===== config.mk =====
export PLATFORM = sky130hd
export DESIGN_NAME = dsp38_acc_drain_flat
export DESIGN_NICKNAME = d
export VERILOG_FILES = /design/src/rtl/dsp38_acc_drain_if.sv /design/src/rtl/dsp38_acc_drain.sv /design/src/flat_wrapper.sv
export SDC_FILE = /design/constraint.sdc
export NUM_CORES = 1
export LEC_CHECK = 0
export ABC_AREA = 1
export CAP_MARGIN = 20
export CORE_AREA = 2 2 70 139
export DETAILED_ROUTE_END_ITERATION = 10
export DIE_AREA = 0 0 72 141
export PLACE_DENSITY = 0.78
export SLEW_MARGIN = 20
export SYNTH_ARGS = -nofsm -noshare
export SYNTH_HDL_FRONTEND = slang
export SYNTH_SLANG_ARGS = --single-unit

===== constraint.sdc =====
create_clock -name clk -period 3 [get_ports clk]
set_input_delay 0.6 -clock clk [delete_from_list [all_inputs] [get_ports clk]]
set_output_delay 0.6 -clock clk [all_outputs]
set_load 0.05 [all_outputs]

===== src/rtl/dsp38_acc_drain_if.sv =====
// Handshake bundle between the DSP accumulator, the drain stage and the result consumer.
// The slave modport is the drain stage; the master modport is the surrounding environment.
interface dsp38_acc_drain_if #(
  parameter int IN_W       = 38,
  parameter int OUT_W      = 16,
  parameter int FIFO_DEPTH = 4
);
  localparam int CNT_W = $clog2(FIFO_DEPTH) + 1;

  logic [IN_W-1:0]  z_in;
  logic             z_valid;
  logic             acc_clr;
  logic [OUT_W-1:0] out_data;
  logic             out_valid;
  logic             out_ready;
  logic             sat_flag;
  logic             overflow;
  logic [CNT_W-1:0] fifo_count;

  modport master (
    output z_in, z_valid, out_ready,
    input  acc_clr, out_data, out_valid, sat_flag, overflow, fifo_count
  );

  modport slave (
    input  z_in, z_valid, out_ready,
    output acc_clr, out_data, out_valid, sat_flag, overflow, fifo_count
  );
endinterface


===== src/rtl/dsp38_acc_drain.sv =====
// Window-end sampler for the 38-bit MAC slice: captures the accumulator every WIN_LEN samples,
// clears it, rounds/shifts/saturates the value and queues it in a small FWFT FIFO.
module dsp38_acc_drain #(
  parameter int IN_W       = 38,
  parameter int OUT_W      = 16,
  parameter int SHIFT      = 16,
  parameter int WIN_LEN    = 8,
  parameter int FIFO_DEPTH = 4
) (
  input logic               clk,
  input logic               reset,
  dsp38_acc_drain_if.slave  bus
);

  localparam int WCNT_W = $clog2(WIN_LEN);
  localparam int PTR_W  = $clog2(FIFO_DEPTH);
  localparam int CNT_W  = PTR_W + 1;

  localparam logic        [IN_W:0] RND     = (IN_W + 1)'(1) << (SHIFT - 1);
  localparam logic signed [IN_W:0] SAT_MAX = {{(IN_W - OUT_W + 2){1'b0}}, {(OUT_W - 1){1'b1}}};
  localparam logic signed [IN_W:0] SAT_MIN = {{(IN_W - OUT_W + 2){1'b1}}, {(OUT_W - 1){1'b0}}};

  logic [WCNT_W-1:0] win_cnt_q, win_cnt_d;
  logic              s1_valid_q, s1_valid_d;
  logic [IN_W-1:0]   s1_data_q, s1_data_d;
  logic [PTR_W-1:0]  wr_ptr_q, wr_ptr_d;
  logic [PTR_W-1:0]  rd_ptr_q, rd_ptr_d;
  logic [CNT_W-1:0]  count_q, count_d;
  logic              ovf_q, ovf_d;
  logic [OUT_W:0]    mem_q [FIFO_DEPTH];

  logic              win_end;
  logic signed [IN_W:0] round_r;
  logic signed [IN_W:0] shift_r;
  logic [OUT_W-1:0]  res_data;
  logic              res_sat;
  logic              fifo_empty;
  logic              fifo_full;
  logic              pop;
  logic              push_ok;

  assign win_end    = bus.z_valid && (win_cnt_q == WCNT_W'(WIN_LEN - 1));
  assign fifo_empty = (count_q == '0);
  assign fifo_full  = (count_q == CNT_W'(FIFO_DEPTH));
  assign pop        = !fifo_empty && bus.out_ready;
  // A full FIFO still takes the new word when the consumer frees a slot in the same cycle.
  assign push_ok    = s1_valid_q && (!fifo_full || pop);

  // Round half up in one extra bit so the bias can never wrap the most positive input.
  always_comb begin
    round_r  = $signed({s1_data_q[IN_W-1], s1_data_q}) + $signed(RND);
    shift_r  = round_r >>> SHIFT;
    res_data = shift_r[OUT_W-1:0];
    res_sat  = 1'b0;
    if (shift_r > SAT_MAX) begin
      res_data = {1'b0, {(OUT_W - 1){1'b1}}};
      res_sat  = 1'b1;
    end else if (shift_r < SAT_MIN) begin
      res_data = {1'b1, {(OUT_W - 1){1'b0}}};
      res_sat  = 1'b1;
    end
  end

  // NOTE: every next-state signal gets its hold value first, so no path leaves it unassigned (no latch).
  always_comb begin
    win_cnt_d  = win_cnt_q;
    s1_valid_d = win_end;
    s1_data_d  = s1_data_q;
    wr_ptr_d   = wr_ptr_q;
    rd_ptr_d   = rd_ptr_q;
    count_d    = count_q;
    ovf_d      = ovf_q;

    if (bus.z_valid) begin
      win_cnt_d = win_end ? '0 : win_cnt_q + 1'b1;
    end
    if (win_end) begin
      s1_data_d = bus.z_in;
    end

    if (push_ok) begin
      wr_ptr_d = wr_ptr_q + 1'b1;
    end
    if (pop) begin
      rd_ptr_d = rd_ptr_q + 1'b1;
    end
    if (s1_valid_q && !push_ok) begin
      ovf_d = 1'b1;
    end

    case ({push_ok, pop})
      2'b10:   count_d = count_q + 1'b1;
      2'b01:   count_d = count_q - 1'b1;
      default: count_d = count_q;
    endcase
  end

  // NOTE: sequential state uses non-blocking assignments so every register samples pre-edge values.
  always_ff @(posedge clk) begin
    if (reset) begin
      win_cnt_q  <= '0;
      s1_valid_q <= 1'b0;
      wr_ptr_q   <= '0;
      rd_ptr_q   <= '0;
      count_q    <= '0;
      ovf_q      <= 1'b0;
    end else begin
      win_cnt_q  <= win_cnt_d;
      s1_valid_q <= s1_valid_d;
      wr_ptr_q   <= wr_ptr_d;
      rd_ptr_q   <= rd_ptr_d;
      count_q    <= count_d;
      ovf_q      <= ovf_d;
    end
  end

  // NOTE: datapath storage is not reset; valid bits and the zero-gated read port cover its contents.
  always_ff @(posedge clk) begin
    s1_data_q <= s1_data_d;
    if (push_ok) begin
      mem_q[wr_ptr_q] <= {res_sat, res_data};
    end
  end

  assign bus.acc_clr    = s1_valid_q;
  assign bus.out_valid  = !fifo_empty;
  assign bus.out_data   = fifo_empty ? '0 : mem_q[rd_ptr_q][OUT_W-1:0];
  assign bus.sat_flag   = fifo_empty ? 1'b0 : mem_q[rd_ptr_q][OUT_W];
  assign bus.overflow   = ovf_q;
  assign bus.fifo_count = count_q;

endmodule


===== src/flat_wrapper.sv =====
// flat-port wrapper written by rule: the top's interface ports become plain ports
module dsp38_acc_drain_flat 
#(
  parameter int IN_W       = 38,
  parameter int OUT_W      = 16,
  parameter int SHIFT      = 16,
  parameter int WIN_LEN    = 8,
  parameter int FIFO_DEPTH = 4
)
  (clk, reset, bus_z_in, bus_z_valid, bus_out_ready, bus_acc_clr, bus_out_data, bus_out_valid, bus_sat_flag, bus_overflow, bus_fifo_count);
  dsp38_acc_drain_if #(.IN_W(IN_W), .OUT_W(OUT_W), .FIFO_DEPTH(FIFO_DEPTH)) bus_i ();
  input logic clk;
  input logic reset;
  input wire logic [$bits(bus_i.z_in)-1:0] bus_z_in;
  input wire logic [$bits(bus_i.z_valid)-1:0] bus_z_valid;
  input wire logic [$bits(bus_i.out_ready)-1:0] bus_out_ready;
  output wire logic [$bits(bus_i.acc_clr)-1:0] bus_acc_clr;
  output wire logic [$bits(bus_i.out_data)-1:0] bus_out_data;
  output wire logic [$bits(bus_i.out_valid)-1:0] bus_out_valid;
  output wire logic [$bits(bus_i.sat_flag)-1:0] bus_sat_flag;
  output wire logic [$bits(bus_i.overflow)-1:0] bus_overflow;
  output wire logic [$bits(bus_i.fifo_count)-1:0] bus_fifo_count;
  assign bus_i.z_in = bus_z_in;
  assign bus_i.z_valid = bus_z_valid;
  assign bus_i.out_ready = bus_out_ready;
  assign bus_acc_clr = bus_i.acc_clr;
  assign bus_out_data = bus_i.out_data;
  assign bus_out_valid = bus_i.out_valid;
  assign bus_sat_flag = bus_i.sat_flag;
  assign bus_overflow = bus_i.overflow;
  assign bus_fifo_count = bus_i.fifo_count;
  dsp38_acc_drain #(.IN_W(IN_W), .OUT_W(OUT_W), .SHIFT(SHIFT), .WIN_LEN(WIN_LEN), .FIFO_DEPTH(FIFO_DEPTH)) u_core (.clk(clk), .reset(reset), .bus(bus_i));
endmodule

After elaboration in Yosys (flattened, before gate mapping) --
Memory sizes are Yosys's and may differ from the RTL's. A register that Yosys moved wholly into a read port is not among the register bits. Index checks and enable logic that the tools add are counted. Widths: inputs -> output; s select.
Storage, ports and cells: bits in registers 50, bits in writable memories 68, input bits 42, output and inout port bits 23, logic and storage cells 42, memories 1
Operators by class: add/subtract/negate cells 6, $lt $le $gt $ge 2, equal/unequal tests 4, mux-type cells 12, reduce and logical (&&, ||, !) cells 10
Memory list:
- u_core.mem_q | depth 4, bits a word 17, rd ports 1, clocked after Yosys merged registers in 1, write ports 1, line dsp38_acc_drain.sv:30 | logic [OUT_W:0] mem_q [FIFO_DEPTH];
Operator list (number):
- $mux 16 | 3
- $add 38x17->39 const B | 1
- $gt 23x16->1 const B | 1
- $lt 23x16->1 const B | 1
- $add 3x1->3 const B | 2
- $eq 3x3->1 const B | 2
- $pmux 3 s2 | 1
- $mux 1 | 5
- $add 2x1->2 const B | 2
- $logic_and 1x1->1 | 4
- $mux 2 | 2
- $logic_not 1->1 | 3
- $logic_not 3->1 | 1
- $mux 3 | 1
- $sub 3x1->3 const B | 1
- $eq 2x1->1 const B | 1
- $eq 2x2->1 const B | 1
- $reduce_bool 2->1 | 1
- $logic_or 1x1->1 | 1

Depth between registers and ports, before layout --
depth in word-level cells 7, mapped depth 15, mapped depth without buffers 14

Worst setup path after synthesis --
No wires, ideal clock.
kind register to output, from register u_core.count_q[2], in the netlist u_core.bus.fifo_count[2], to output bus_out_data[10], arrival 2.501 ns, setup slack -0.101 ns, stages on the path, launching flop included 6, cell sequence dfxtp_1 -> inv_1 -> nand2_1 -> clkinv_1 -> buf_1 -> a21oi_1
On the way: word-level cells in the longest chain between the ends 2
RTL lines:
- start, declared | line dsp38_acc_drain.sv:28 | logic [CNT_W-1:0] count_q, count_d;
- start signal, assigned | line dsp38_acc_drain.sv:112 | count_q <= count_d;
- $logic_not 3->1 | line dsp38_acc_drain.sv:43 | assign fifo_empty = (count_q == '0);
- $mux 16 | line dsp38_acc_drain.sv:127 | assign bus.out_data = fifo_empty ? '0 : mem_q[rd_ptr_q][OUT_W-1:0];
- end, declared | line flat_wrapper.sv:18 | output wire logic [$bits(bus_i.out_data)-1:0] bus_out_data;
Every way passes these cells.

==> flow_metrics.py <==
metrics = {
    "run_status": {
        "status": "completed",
    },
    "route": {
        "ant_nets": 0,
        "highest_layer": "met4",
        "initialDrtViolationCount": 221,
        "drt-pass1-iter-count": 4,
        "drt-total-wl_mm": 9.145,
        "wl_met2_mm": 4.906,
        "drc_errors": 0,
        "vias": 3346,
        "wl_met1_mm": 3.682,
        "wl_met3_um": 364,
        "avgRoutedWirePerCell_um": 14.07,
        "vias_per_cell": 5.148,
    },
    "clock_network": {
        "cts_root_buf": "clkbuf_16",
        "ctsHtreeMaxLevel": 3,
        "cts_hold_buf": 0,
        "ctsResizeCount": 0,
        "cts_setup_buffers": 0,
        "cts_tree": "built",
        "clk_latency_ns": 0.35,
        "clock-sinks": 105,
        "clkTransAtPathRegs_ns": 0.07,
        "clock_path_buffers": 2,
        "cts_buffers": 9,
    },
    "floorplan": {
        "core-area_um2": 9196,
        "die-area_um2": 10150,
        "fp.dieW_um": 72,
        "die_h_um": 141,
        "initial_core_util_pct": 53.39,
        "num_rows": 50,
        "io_pins": 65,
    },
    "timing": {
        "min_period_ns": 2.565,
        "fin_crit_sh_pct": 85.51,
        "setup_viol": 0,
        "worst_slew_pin_slew_ns": 0.5268,
        "fmax_mhz": 389.8,
        "fin_worst_skew_ns": 0.007059,
        "slew_violations": 0,
        "timing.hold.ws_ns": 0.4550,
        "fin_setup_tns_ns": 0,
        "rsz0062_at_grt": "no",
        "finalHoldViolCount": 0,
        "relSlewSlack_pct": 64.66,
    },
    "placement": {
        "dp_hpwl_mm": 6.307,
        "place_area_um2": 5479,
        "gp_congestion": 0.8215,
        "port_buffers": 49,
    },
    "critical_path": {
        "cp-start-kind": "register",
        "worstSetupEndpointType": "primary output",
        "reg2reg_slack_ns": 0.65,
        "crit_path_end": "bus_out_data[12]",
        "r2r_cells": 12,
        "required_ns": 2.40,
        "r2r-start": "u_core.bus.fifo_count[2]$_SDFFE_PP0P_",
        "critPathKind": "register to primary output",
        "r2r_end": "u_core.bus.fifo_count[2]$_SDFFE_PP0P_",
        "crit_fanout": 24,
        "arrival_ns": 1.97,
    },
    "yosys": {
        "synth_area_leaders": "edfxtp_1 56%, nor2_1 7.6%, dfxtp_1 5.7%",
        "synth_nets": 536,
        "synth_top_area_cell": "edfxtp_1",
        "synthCells": 485,
        "yosysTopAreaCellShare_pct": 55.66,
        "yosysUniqueCellTypes": 29,
        "ys_warn_count": 0,
        "syn_area_per_cell_um2": 10.12,
        "synth_seq_cells": 105,
        "ys_seq_area_share_pct": 61.37,
        "syn_area_um2": 4910,
    },
    "hold_path": {
        "min_from": "u_core.bus.overflow$_SDFFE_PP0P_",
        "hp-class": "register to register",
    },
    "power_and_ir_drop": {
        "p_per_area_nw_per_um2": 464.6,
        "leakage_nw": 2.173,
        "irDropWorstVdd_v": 0.0003658,
    },
    "final_layout": {
        "n_antenna_cell": 0,
        "fillers": 750,
        "syn_to_final_growth_pct": 16.97,
        "drive_gt1_share_pct": 14.29,
        "stdcell_area_um2": 5743,
        "layout.nets": 592,
    },
    "global_route": {
        "grt.overflow.total": 0,
        "antenna_found_initial": 0,
        "grt_pass1_vias": 3222,
        "grtUsageTotal_pct": 19.68,
        "grt_max_degree": 35,
        "grt_pass1_wl_mm": 15.20,
    },
    "job": {
        "max_cap_viol_count": 0,
    },
}
sequential cells by signal, indices dropped and copies added, names as in the netlist, named ones only:
signal	count
u_core.bus.fifo_count	3
u_core.bus.overflow	1
u_core.bus.acc_clr	1
u_core.mem_q	68
u_core.s1_data_q	23
u_core.win_cnt_q	3
u_core.rd_ptr_q	2
u_core.wr_ptr_q	2
through the flow:
stage	total power [W]	cells	util, %	setup slack [ns]
floorplan	0.001611	485	-	-0.1006
global placement	0.001646	634	59.58	0.3287
detailed placement	0.001648	634	59.58	0.2559
CTS	0.002694	650	62.45	0.3805
global route	0.002752	650	62.45	0.2373
finish	0.002668	650	62.45	0.4347
placed cells by master, fill, tap and decap left out, drive strengths merged:
cell type	n
a211oi	1
buf	26
a21oi	30
nand3	13
inv	45
nand4	4
xnor2	5
and2	1
edfxtp	91
xor2	9
nor2	108
clkdlybuf4s50	32
dfxtp	14
clkinv	8
nand2	94
o21bai	1
nor3	2
ha	8
clkbuf	10
fa	1
o21ai	43
cells in the mapped netlist (all sizes together):
master / instances
nor2: 108
nand2: 94
edfxtp: 91
inv: 45
o21ai: 43
a21oi: 30
dfxtp: 14
nand3: 13
clkbuf: 10
xor2: 9
ha: 8
xnor2: 5
nand4: 4
buf: 3
clkinv: 2
nor3: 2
a211oi: 1
and2: 1
fa: 1
o21bai: 1
kinds of logic (layout without fill, tap and decap cells):
group	after synthesis	after routing	share of synthesized area (%)
xor+xnor	14	14	2.498
simple gates	222	222	20.79
compound gates	75	75	7.747
buf+inv	60	121	5.148
fa+ha+maj	9	9	2.447
flops	105	105	61.37
power by group:
part / switching, W / internal [W]
combinational: 0.0000115 / 0.0000330
clock: 0.000496 / 0.000557
sequential: 0.00000156 / 0.00157
total: 0.000509 / 0.00216
how the worst min path moves through the flow:
stage	slack [ns]	depth (start not counted)	endpoint
6_report	0.46	2	u_core.bus.overflow$_SDFFE_PP0P_
5_1_grt	0.47	2	u_core.bus.overflow$_SDFFE_PP0P_
4_1_cts	0.45	2	u_core.bus.overflow$_SDFFE_PP0P_
3_5_place_dp	0.44	2	u_core.bus.overflow$_SDFFE_PP0P_
3_3_place_gp	0.44	2	u_core.bus.overflow$_SDFFE_PP0P_
2_1_floorplan	0.44	2	register
routing by layer:
metal / track usage [%] / up-vias
met3: 3.788 / 13
met2: 35.28 / 76
met4: 7.845 / 0
li1: - / 1713
met5: 0 / -
met1: 22.51 / 1544
worst max-delay path: stages (launching register included):
cell	delay, ns
dfxtp_1	0.61
buf_4	0.35
nor2_1	0.08
nor2_1	0.08
o21ai_0	0.09
a21oi_1	0.18
buf_4	0.22
cell type report:
cell class / count / area, um2 / area share, %
clock buffer: 10 / 229.0 / 3.987
multi-input combinational: 320 / 1644 / 28.63
clock inverter: 6 / 35.03 / 0.6100
tap: 104 / 130.1 / 2.266
timing repair buffer: 58 / 515.5 / 8.976
inverter: 47 / 176.4 / 3.072
sequential: 105 / 3013 / 52.46
Power figures use the tool's default switching activity.
==> RTL edit 1: new RTL, config.mk and constraints unchanged <==
`OUT_W` is set to 16 in 3 places; all go to 12.
--- a/src/rtl/dsp38_acc_drain_if.sv
+++ b/src/rtl/dsp38_acc_drain_if.sv
@@ -4,3 +4,3 @@
   parameter int IN_W       = 38,
-  parameter int OUT_W      = 16,
+  parameter int OUT_W      = 12,
   parameter int FIFO_DEPTH = 4
--- a/src/rtl/dsp38_acc_drain.sv
+++ b/src/rtl/dsp38_acc_drain.sv
@@ -4,3 +4,3 @@
   parameter int IN_W       = 38,
-  parameter int OUT_W      = 16,
+  parameter int OUT_W      = 12,
   parameter int SHIFT      = 16,
--- a/src/flat_wrapper.sv
+++ b/src/flat_wrapper.sv
@@ -4,3 +4,3 @@
   parameter int IN_W       = 38,
-  parameter int OUT_W      = 16,
+  parameter int OUT_W      = 12,
   parameter int SHIFT      = 16,
Ports: changed (resized bus_out_data); port bits go from 65 to 61. No check against the original RTL was run, so the function may have changed too.
==> RTL edit 1 against the unedited design <==
Sequential cell count fell by 16; design area is 12% lower; synthesized cell count fell by 8.7%; routed wire length is 17% lower; power shrank 10%; synthesized area fell by 13%; setup slack improved by 0.19 ns; final cell count fell by 6.9%; combinational power grew 7.7%; largest cell class unchanged.
==> RTL edit 1: results (changes against the unedited design) <==
DP HPWL 5470 microns (-13%); GP Congestion 0.884 (+7.6%); GR met1 Demand/Resource 0.169 (-0.0560); status finished, final reports clean; input/output buffers 45 (-8.2%); R2R depth 11 (-1); number of library cell types mapped by synthesis 30 (+3.4%); critical path arrival 2.60 ns (+0.63 ns); pin count of the biggest net entering global routing 27 (-23%); M3 GR Usage 0.0315 (-0.00643); maximum fanout along the worst path 14 (-42%); Mapped Nets 494 (-7.8%); Pleak 1.95 nW (-10%); Starting DRT DRC Count 187 (-15%); R2R setup slack 0.63 ns (-0.02 ns); Global Route Usage Sum 0.160 (-0.0370); first-pass iteration count of the detailed router 4 (unchanged); met2 GRT Util 0.294 (-0.0590); metal1 wirelength 2920 microns (-21%); relative slew slack 0.575 (-0.0715); number of synthesized flops with an enable pin 75 (-18%); met3 routed WL 262 microns (-28%); FF-to-FF Start u_core.bus.fifo_count[1]; Crit-path slowest cell dfxtp_1; Commonest cells post-synth nand2_1 (87), nor2_1 (83), edfxtp_1 (75); sequential share of power 0.557 (-0.032); number of global-route vias before repair 2853 (-11%); post-CTS setup buffers 0 (unchanged); Total Wirelength 7600 microns (-17%); NumNets Final 547 (-7.6%); Worst IR Drop VDD 0.428 mV (+17%); switching power 464 uW (-8.7%); sequential share of the synthesized area 0.596 (-0.0178); Largest regs u_core.mem_q: 52 flops, u_core.s1_data_q: 23 flops; Crit path max-delay family adder cells; global-route wire length before repair 12400 microns (-18%); routed vias 3024 (-9.6%); antenna cell count 0 (unchanged); Top Metal Used met4; Clk pwr share 0.423 (+0.029); synth top area cells edfxtp_1 (53%), nand2_1 (7.7%), nor2_1 (7.3%); Final Skew 0.00703 ns (-0.0000318 ns); fraction of layout cells with a size suffix above 1 0.110 (-0.0331); slowest stage delay, CP 0.39 ns (-0.22 ns)
-- RTL edit 1: cell types whose count changed in the layout (fill, tap and decap cells not counted), sizes merged, moves of 3 or more --
cell    change
o21ai       -8
xor2        -4
nand3       +3
a21oi       -5
buf         -6
clkinv      -3
edfxtp     -16
nor2       -15
-- RTL edit 1: final cells by class --
type / count / area [sq um]
inverters: 45 / 169
clock buffers: 10 / 229
multi-input cells: 299 / 1500
clock inverters: 6 / 43.8
fillers: 771 / 4130
repair buffers: 52 / 470
flip-flops and latches: 89 / 2530
well taps: 104 / 130
-- RTL edit 1: cells by family after synthesis --
group,count (synthesis),share of synthesized area
adders and majority gates,9,0.0283
AOI/OAI and AO/OA,64,0.0777
buffers and inverters,55,0.0521
and+or+nand+nor,216,0.225
xor gates and xnor gates,10,0.0206
DFF,89,0.596
-- RTL edit 1: worst max path at each step --
stage                                         from                  endpoint  slack (ns)
after floorplan           u_core.bus.fifo_count[2]          bus_out_data[10]        0.07
after global placement               bus_out_ready  u_core.bus.fifo_count[2]        0.34
after detailed placement             bus_out_ready  u_core.bus.fifo_count[2]        0.28
after CTS                                flip-flop          bus_out_data[11]        0.57
after global routing      u_core.bus.fifo_count[1]  u_core.bus.fifo_count[2]        0.37
final                     u_core.bus.fifo_count[1]  u_core.bus.fifo_count[2]        0.63
-- RTL edit 1: stage by stage --
step / cells / instance area [sq um] / setup slack (ns) / power [mW]
final: 605 / 5070 / 0.628 / 2.39
after global routing: 605 / 5070 / 0.369 / 2.46
after CTS: 605 / 5070 / 0.565 / 2.41
after detailed placement: 589 / 4800 / 0.283 / 1.41
after global placement: 589 / 4800 / 0.340 / 1.40
after floorplan: 443 / 4250 / 0.0713 / 1.37
==> RTL edit 2: new RTL, config.mk and constraints unchanged <==
Made on the original files. Reset style: asynchronous (`reset`), changed in one clocked block.
--- a/src/rtl/dsp38_acc_drain.sv
+++ b/src/rtl/dsp38_acc_drain.sv
@@ -98,3 +98,3 @@
   // NOTE: sequential state uses non-blocking assignments so every register samples pre-edge values.
-  always_ff @(posedge clk) begin
+  always_ff @(posedge clk or posedge reset) begin
     if (reset) begin
Check against the original RTL: differs if reset is asserted again (counterexample within 10 cycles, from zero or initial values and one cycle with reset high); with reset held inactive, the same outputs for 10 cycles.
==> RTL edit 2 against the unedited design <==
First-iteration DRC count decreased by 4.5%; setup slack lost 0.085 ns; sequential cell count down 2; design area fell by 2.6%; global-route usage down 1.9 points; synthesized area fell by 3.7%; routed wire length decreased by 8.6%.
Power is not compared: it rests on default switching activity, and its combinational part moved more than twofold at a synthesized area within 25%.
==> RTL edit 2: results (changes against the unedited design) <==
GP Congestion 0.809 (-1.5%); number of synthesized flops with an enable pin 91 (unchanged); dpl ws 0.482 ns (+0.226 ns); Clock transition at path regs 0.07 ns (about the same); Avg Cell Area, Syn 10.4 sq um (+3.1%); R2R depth 10 (-2); relative slew slack 0.608 (-0.0382); dpl cells 602 (-5.0%); fraction of layout cells with a size suffix above 1 0.121 (-0.0222); placed inst area 5310 sq um (-3.2%); DP HPWL 5640 microns (-11%); fin cells 618 (-4.9%); NumNets Final 559 (-5.6%); Hold Path Stages 1 (-1); status finished, final reports clean; met2 GRT Util 0.304 (-0.0492); Mapped Nets 503 (-6.2%); global-route wire length before repair 13600 microns (-11%); routed vias 3192 (-4.6%); synth top area cells edfxtp_1 (58%), nor2_1 (7.7%), nand2_1 (6.5%); critical path arrival 2.05 ns (+0.08 ns); Commonest cells post-synth nor2_1 (97), edfxtp_1 (91), nand2_1 (82); Global Route Usage Sum 0.178 (-0.0188); fillers 719 (-4.1%); M3 GR Usage 0.0329 (-0.00500); sequential share of the synthesized area 0.641 (+0.0278); Final Skew 0.00710 ns (+0.0000432 ns); post-CTS sizing 0 (unchanged); Post-synth ARST share 0.117 (+0.117); GR met1 Demand/Resource 0.204 (-0.0216); Total Wirelength 8360 microns (-8.6%); Starting DRT DRC Count 211 (-4.5%); number of global-route vias before repair 2935 (-8.9%)
RTL edit 2: worst paths after layout:
path                                               start                       end  slack [ns]
worst min register to register       u_core.win_cnt_q[0]       u_core.win_cnt_q[0]        0.47
min in group asynchronous                          reset       u_core.bus.overflow        0.56
worst max-delay path                  u_core.rd_ptr_q[1]          bus_out_data[15]        0.35
worst min-delay path                 u_core.win_cnt_q[0]       u_core.win_cnt_q[0]        0.47
max in group asynchronous                          reset        u_core.rd_ptr_q[1]        2.12
worst max register to register  u_core.bus.fifo_count[0]  u_core.bus.fifo_count[2]        0.81
RTL edit 2: cell type report:
type | instances | area [sq um] | area share
clock buffers | 10 | 229 | 0.0409
clock inverters | 6 | 61.3 | 0.0110
inverters | 38 | 143 | 0.0255
multi-input cells | 299 | 1480 | 0.265
flip-flops and latches | 103 | 3030 | 0.542
well taps | 104 | 130 | 0.0233
repair buffers | 58 | 515 | 0.0921
RTL edit 2: per-layer routing:
layer / vias up / part of all wire
li1: 1614 / -
met1: 1475 / 0.40
met2: 88 / 0.53
met3: 15 / 0.042
met4: 0 / 0.028
met5: - / 0
RTL edit 2: cells by family after synthesis:
| group | share of synthesized area |
|---|---|
| buf+inv | 0.0447 |
| simple gates | 0.186 |
| xor+xnor | 0.0352 |
| mux | 0.00476 |
| fa+ha+maj | 0.0228 |
| compound gates | 0.0654 |
| flops | 0.641 |
RTL edit 2: where the power goes:
group | total [mW] | internal (mW) | leakage, nW | switching, mW
clock network | 1.13 | 0.643 | 0.142 | 0.484
registers | 1.80 | 1.72 | 0.960 | 0.0814
logic | 2.15 | 0.647 | 1.03 | 1.50
RTL edit 2: worst max-delay path, cell delays in order, from the launching register on:
cell and delay, ns:
dfrtp_1 0.35, clkinv_1 0.47, nor2_1 0.25, o21ai_0 0.12, a21oi_1 0.26, buf_4 0.25
